===== config.mk =====
export PLATFORM = sky130hd
export DESIGN_NAME = fp_add_arbiter
export DESIGN_NICKNAME = d
export VERILOG_FILES = /design/src/rtl/fp_add_arbiter.sv
export SDC_FILE = /design/constraint.sdc
export NUM_CORES = 1
export LEC_CHECK = 0
export CAP_MARGIN = 0
export CORE_AREA = 3 3 153 155
export DETAILED_ROUTE_END_ITERATION = 10
export DIE_AREA = 0 0 156 158
export PLACE_DENSITY = 0.63
export RECOVER_POWER = 25
export SYNTH_ARGS = -nofsm -noshare
export SYNTH_HDL_FRONTEND = slang
export SYNTH_SLANG_ARGS = --single-unit

===== constraint.sdc =====
create_clock -name clk -period 4.4 [get_ports clk]
set_input_delay 0.88 -clock clk [delete_from_list [all_inputs] [get_ports clk]]
set_output_delay 0.88 -clock clk [all_outputs]
set_load 0.05 [all_outputs]

===== src/rtl/fp_add_arbiter.sv =====
// Round-robin arbiter sharing one external binary32 adder between requesters.
// Operands are registered into the adder; sums return over valid/ready.
module fp_add_arbiter #(
  parameter int NUM_REQ = 4,
  parameter int ID_W    = 2
) (
  input  logic                  clk,
  input  logic                  rst,
  input  logic [NUM_REQ-1:0]    req_valid,
  output logic [NUM_REQ-1:0]    req_ready,
  input  logic [32*NUM_REQ-1:0] req_a,
  input  logic [32*NUM_REQ-1:0] req_b,
  output logic [31:0]           add_a,
  output logic [31:0]           add_b,
  input  logic [31:0]           add_res,
  output logic                  resp_valid,
  input  logic                  resp_ready,
  output logic [31:0]           resp_data,
  output logic [ID_W-1:0]       resp_id,
  output logic                  busy
);

  localparam int IW = ID_W + 1;

  typedef enum logic [1:0] {
    IDLE   = 2'd0,
    ISSUE  = 2'd1,
    RESULT = 2'd2
  } state_t;

  state_t          state;
  state_t          state_nxt;
  logic [ID_W-1:0] rr_ptr;
  logic [ID_W-1:0] ptr_nxt;
  logic [ID_W-1:0] id_q;
  logic [ID_W-1:0] win;
  logic            found;
  logic [IW-1:0]   idx;
  logic [ID_W+4:0] base;

  // Winner search starting at rr_ptr, wrapping by compare
  always_comb begin
    found = 1'b0;
    win   = '0;
    idx   = '0;
    for (int k = 0; k < NUM_REQ; k++) begin
      idx = {1'b0, rr_ptr} + IW'(k);
      if (idx >= IW'(NUM_REQ)) idx = idx - IW'(NUM_REQ);
      if (!found && req_valid[idx[ID_W-1:0]]) begin
        found = 1'b1;
        win   = idx[ID_W-1:0];
      end
    end
  end

  // Pointer successor of the winner and its operand slice base
  always_comb begin
    ptr_nxt = (win == ID_W'(NUM_REQ - 1)) ? '0 : win + 1'b1;
    base    = {win, 5'b0};
  end

  // State register
  always_ff @(posedge clk) begin
    if (rst) state <= IDLE;
    else     state <= state_nxt;
  end

  // Next-state logic
  always_comb begin
    state_nxt = state;
    unique case (state)
      IDLE:    if (found) state_nxt = ISSUE;
      ISSUE:   state_nxt = RESULT;
      RESULT:  if (resp_ready) state_nxt = IDLE;
      default: state_nxt = IDLE;
    endcase
  end

  // FSM outputs: grant vector and busy flag
  always_comb begin
    busy      = (state != IDLE);
    req_ready = '0;
    if (state == IDLE && found)
      req_ready = NUM_REQ'(1) << win;
  end

  // Operand capture, result capture and response handshake
  always_ff @(posedge clk) begin
    if (rst) begin
      rr_ptr     <= '0;
      add_a      <= '0;
      add_b      <= '0;
      id_q       <= '0;
      resp_data  <= '0;
      resp_id    <= '0;
      resp_valid <= 1'b0;
    end else begin
      unique case (state)
        IDLE: begin
          if (found) begin
            add_a  <= req_a[base +: 32];
            add_b  <= req_b[base +: 32];
            id_q   <= win;
            rr_ptr <= ptr_nxt;
          end
        end
        ISSUE: begin
          resp_data  <= add_res;
          resp_id    <= id_q;
          resp_valid <= 1'b1;
        end
        RESULT: begin
          if (resp_ready) resp_valid <= 1'b0;
        end
        default: ;
      endcase
    end
  end

endmodule


## After elaboration in Yosys (flattened, before gate mapping)

Cells that the tools add are included.

- Register bits: 105
- Input port bits: 295
- Output and inout port bits: 104
- Word-level logic and storage cells: 72

- Add/sub/neg operators: 8
- Magnitude comparators: 8
- Equal/unequal tests: 5
- Shift operators: 3
- Mux-type cells: 27
- Reduce and logical (&&, ||, !) cells: 13

Operator list:

| cell | count |
|---|---|
| 128-bit by 8-bit variable part select with 32-bit output | 2 |
| 2-bit two-way mux | 11 |
| 2-bit by 3-bit less-than comparator with 1-bit output, second input constant | 4 |
| 3-bit greater-or-equal comparator, second input constant | 3 |
| 1-bit two-way mux | 9 |
| 1-bit binary-select mux with 2-bit select | 4 |
| 2-bit by 1-bit subtractor with 2-bit output, second input constant | 4 |
| 2-bit by 2-bit adder with 3-bit output, second input constant | 2 |
| 2-bit one-hot mux with 3 select lines | 1 |
| 2-bit AND reduction | 3 |
| 2-bit == test, second input constant | 2 |
| 1-bit logical AND | 4 |
| 4-bit two-way mux | 1 |
| 2-bit inequality test, second input constant | 2 |
| 2-bit nonzero test | 2 |
| 1-bit by 2-bit << shifter with 4-bit output, first input constant | 1 |
| 2-bit by 1-bit adder with 3-bit output, second input constant | 1 |
| 2-bit by 3-bit greater-or-equal comparator with 1-bit output, second input constant | 1 |
| 1-bit logical NOT | 3 |
| 2-bit by 1-bit adder with 2-bit output, second input constant | 1 |
| 2-bit by 1-bit == test with 1-bit output, second input constant | 1 |
| 2-bit logical NOT | 1 |
| 1-bit one-hot mux with 2 select lines | 1 |

## Logic depth before layout (Yosys ltp)

- Depth in word-level cells: 16
- Mapped depth: 9
- Depth with buffers taken out: 7

## Worst setup path after synthesis

Ideal clock, no wire load.

- Path type: input -> output
- From: in req_valid[2]
- To: out req_ready[2]
- Arrival time: 2460 ps
- Required time: 3520 ps
- Setup slack: 1060 ps
- Stages on the path: 8
- Buffers on the path: 3
- Cell sequence: nor2b_1 nand2_1 a2bb2oi_1 buf_2 buf_6 buf_2 inv_1 nor2_1

- Word-level cells in the longest chain between the ends: 14
- Elaborated cells between the ends (all ways): 25
- Classes of those cells: shift: 1; mux: 17; reduce/logical: 7

Ends and longest elaborated chain:

| item | RTL line | source |
|---|---|---|
| start, declared | 9 | `input logic [NUM_REQ-1:0] req_valid,` |
| 1-bit binary-select mux with 2-bit select | 49 | `if (!found && req_valid[idx[ID_W-1:0]]) begin` |
| 1-bit two-way mux (not written as such) | 49 |  |
| 1-bit two-way mux | 49 |  |
| 1-bit logical NOT | 49 |  |
| 1-bit logical AND | 49 |  |
| 1-bit two-way mux | 49 |  |
| 1-bit logical NOT | 49 |  |
| 1-bit logical AND | 49 |  |
| 1-bit two-way mux | 49 |  |
| 1-bit logical NOT | 49 |  |
| 1-bit logical AND | 49 |  |
| 2-bit two-way mux or 1-bit two-way mux (tied branches) | 49 |  |
| 1-bit by 2-bit << shifter with 4-bit output or 1-bit logical AND (tied branches) | 84, 83 |  |
| 4-bit two-way mux (*) | 83 | `if (state == IDLE && found)` |
| end, declared | 10 | `output logic [NUM_REQ-1:0] req_ready,` |

Mark *: on every way between the ends. The rest lies on a longest branch, timed or not. The select of a mux whose other input is x is not followed.

## Worst setup path in the final report

- From: in req_valid[0]
- To: out req_ready[1]

The elaborated chain is that of the path after synthesis.

==> reports/metrics.yaml <==
synth_area_leader_cell: "dfxtp_1"
clk_pin_slew_ns: 0.08
clkPwrFrac_pct: 22.0
hpwlAfterDp_um: 17200
clock_path_buffers: 2
dieHeight_um: 158
hold_viol_final: 0
grt_pass1_vias: 5516
tns_ns: 0
vias: 5588
io_pins: 399
port-buffer-count: 398
wl_per_cell_um: 18.4
synth_cells: 559
syn-cell-area_um2: 5530
final_common_cell: "clkdlybuf4s50_1"
rsz0062_at_grt: "no"
p_sw_share_pct: 40.7
holdBufCountCts: 0
initialDrtViolationCount: 188
root_buffer: "clkbuf_16"
num_rows: 54
via_per_inst: 4.60
final_area_um2: 10100
grt_max_degree: 97
r2r_setup_slack_ns: 2.11
end_kind: "output port"
dieArea_um2: 24600
cts_resized: 0
drive_gt1_share_pct: 10.6
fin_hold_ws_ns: 0.455
cts_buffers: 9
drv_cap: 1
die_x_um: 156
final_cell_mix: "382 x clkdlybuf4s50_1, 139 x nand2_1, 128 x mux2i_1, 105 x dfxtp_1, 60 x o221ai_2"
critPathLaunch: "req_valid[0]"
violations: "max-capacitance violations, max-slew violations"
worst_slew_pin_slew_ns: 2.02
core-area_um2: 22000
drv_slew: 43
p_leak_nw: 3.68
remaining_drc_errors: 0
netlist.area_leader.share_pct: 38.0
grtUsageTotal_pct: 17.0
syn-num-nets: 855
p_sw_w: 0.00157
cts_sinks: 105
postPlaceCellArea_um2: 9770
clkLatencyLatePin_ns: 0.36
hold_class: "reg2reg"
wirelength_um: 22400
pre_cts_ws_ns: 0.401
drtPass1Iterations: 5
path_max_fanout: 5
tritoncts: "yes"
fin_ws_ns: 0.383
critPathArrivalTime_ns: 3.14
worst_r2r_path_depth: 6
start_kind: "primary input"
final_antenna_net_count: 0
max_freq_ghz: 0.249
start_util_pct: 25.2
synth.area.top_cells: "dfxtp_1 38%, mux2i_1 23%, o221ai_2 16%, nand2_1 9.4%, a21oi_1 3.5%"
yosys_warnings: 0
power_density_nw_per_um2: 383
avgSynthCellArea_um2: 9.89
critical_path_class: "in2out"
setup_viol: 0
relSlewSlack_pct: -34.7
synth-seq-cells: 105
ir_drop_mv: 0.248
grt_pass1_wl_um: 32400
nNetsFinal: 1227
postCtsSetupRepairBufs: 0
htree_levels: 3
grt-ovfl-total: 0
syn_to_final_growth_pct: 82.3
diodes: 0
sequentialPowerShare_pct: 30.6
reg2reg_to: "add_b[27]"
comb_power_share_pct: 47.4
ys_types: 29
status: "finished, violations left"
period_share_pct: 91.3
seq_area_frac_synth_pct: 38.0
clock_skew_ns: 0.0104
gp_congestion: 0.790
p_int_w: 0.00229
dp.cells: 1200
endpoint: "req_ready[1]"
fin_crit_ns: 4.02
n_fill_cell: 2110
regToRegStartpoint: "rr_ptr[0]"
final-instance-count-excl-fill: 1216
antenna_found_initial: 0
cp.required_ns: 3.52
layout make-up:
type	count	area [um2]	share of cell area, %
Multi-Input combinational cell	405	3190	31.7
Timing Repair Buffer	408	4110	40.8
Inverter	2	7.51	0.0745
Tap cell	280	350	3.48
Sequential cell	105	2100	20.9
Clock inverter	7	88.8	0.882
Clock buffer	9	225	2.23
sequential cells by signal (all words and copies together) (netlist names):
name / cells
resp_id: 2
rr_ptr: 2
id_q: 2
add_b: 32
resp_valid: 1
state: 2
resp_data: 32
add_a: 32
how the worst min path moves through the flow:
stage,slack [ns],to,start,cells after the start
6_report,0.45,resp_data[21],resp_data[21],2
5_1_grt,0.47,resp_data[14],resp_data[14],2
4_1_cts,0.46,resp_data[21],resp_data[21],2
3_5_place_dp,0.45,resp_data[14],resp_data[14],2
3_3_place_gp,0.44,resp_data[14],resp_data[14],2
2_1_floorplan,0.43,resp_id[0],id_q[0],2
power by group through the flow:
stage	sequential, W	clock (W)	combinational, W
after floorplan	0.00168	0	0.000664
after global placement	0.00120	0	0.00186
after detailed placement	0.00120	0	0.00186
after CTS	0.00118	0.000892	0.00186
after global routing	0.00120	0.000923	0.00193
final	0.00118	0.000849	0.00183
synthesized netlist by cell type:
| master | n |
|---|---|
| o21ai_0 | 2 |
| nand3b_1 | 1 |
| o221ai_1 | 4 |
| or4_1 | 1 |
| dfxtp_1 | 105 |
| buf_6 | 7 |
| nor2_2 | 1 |
| a21oi_2 | 2 |
| nor2b_4 | 1 |
| nor3_2 | 1 |
| buf_4 | 2 |
| or2_4 | 1 |
| o21ai_2 | 1 |
| a21o_1 | 1 |
| or3b_2 | 1 |
| and2_1 | 3 |
| nor2_1 | 12 |
| nand2b_1 | 1 |
| nand2_1 | 139 |
| nor2b_1 | 3 |
| mux2i_1 | 128 |
| clkbuf_1 | 19 |
| o221ai_2 | 60 |
| inv_1 | 2 |
| buf_2 | 19 |
| ha_1 | 1 |
| a21oi_1 | 39 |
| or3_1 | 1 |
| a2bb2oi_1 | 1 |
cells by family after synthesis:
group	synth area share, %
AND/OR/NAND/NOR	12.3
multiplexers	23.2
AO/OA/AOI/OAI	21.4
flip-flops	38.0
buffers and inverters	4.84
adder cells (fa/ha/maj)	0.226
worst max-delay path, cell delays in order:
cell and delay [ns]:
clkdlybuf4s50_1 0.47, nor2b_4 0.16, nor3_2 0.17, a21oi_2 0.09, or3_1 0.43, nor2_1 0.10
clkdlybuf4s50_1 0.82
routing by layer:
layer / vias to the layer above / share of wire [%] / GRT usage (%) / routed length (um)
li1: 2773 / - / - / -
met1: 2550 / 40 / 20.1 / 8900
met2: 242 / 49 / 29.2 / 11000
met3: 23 / 9.5 / 6.29 / 2130
met4: 0 / 1.4 / 3.99 / 311
met5: - / 0 / 0 / 0
per-stage QoR:
| stage | total power, W | utilization, % |
|---|---|---|
| floorplan | 0.00235 | - |
| global placement | 0.00306 | 44.5 |
| detailed placement | 0.00306 | 44.5 |
| CTS | 0.00394 | 45.9 |
| global route | 0.00406 | 45.9 |
| finish | 0.00386 | 45.9 |
No activity file was read; power rests on OpenSTA's default activity.
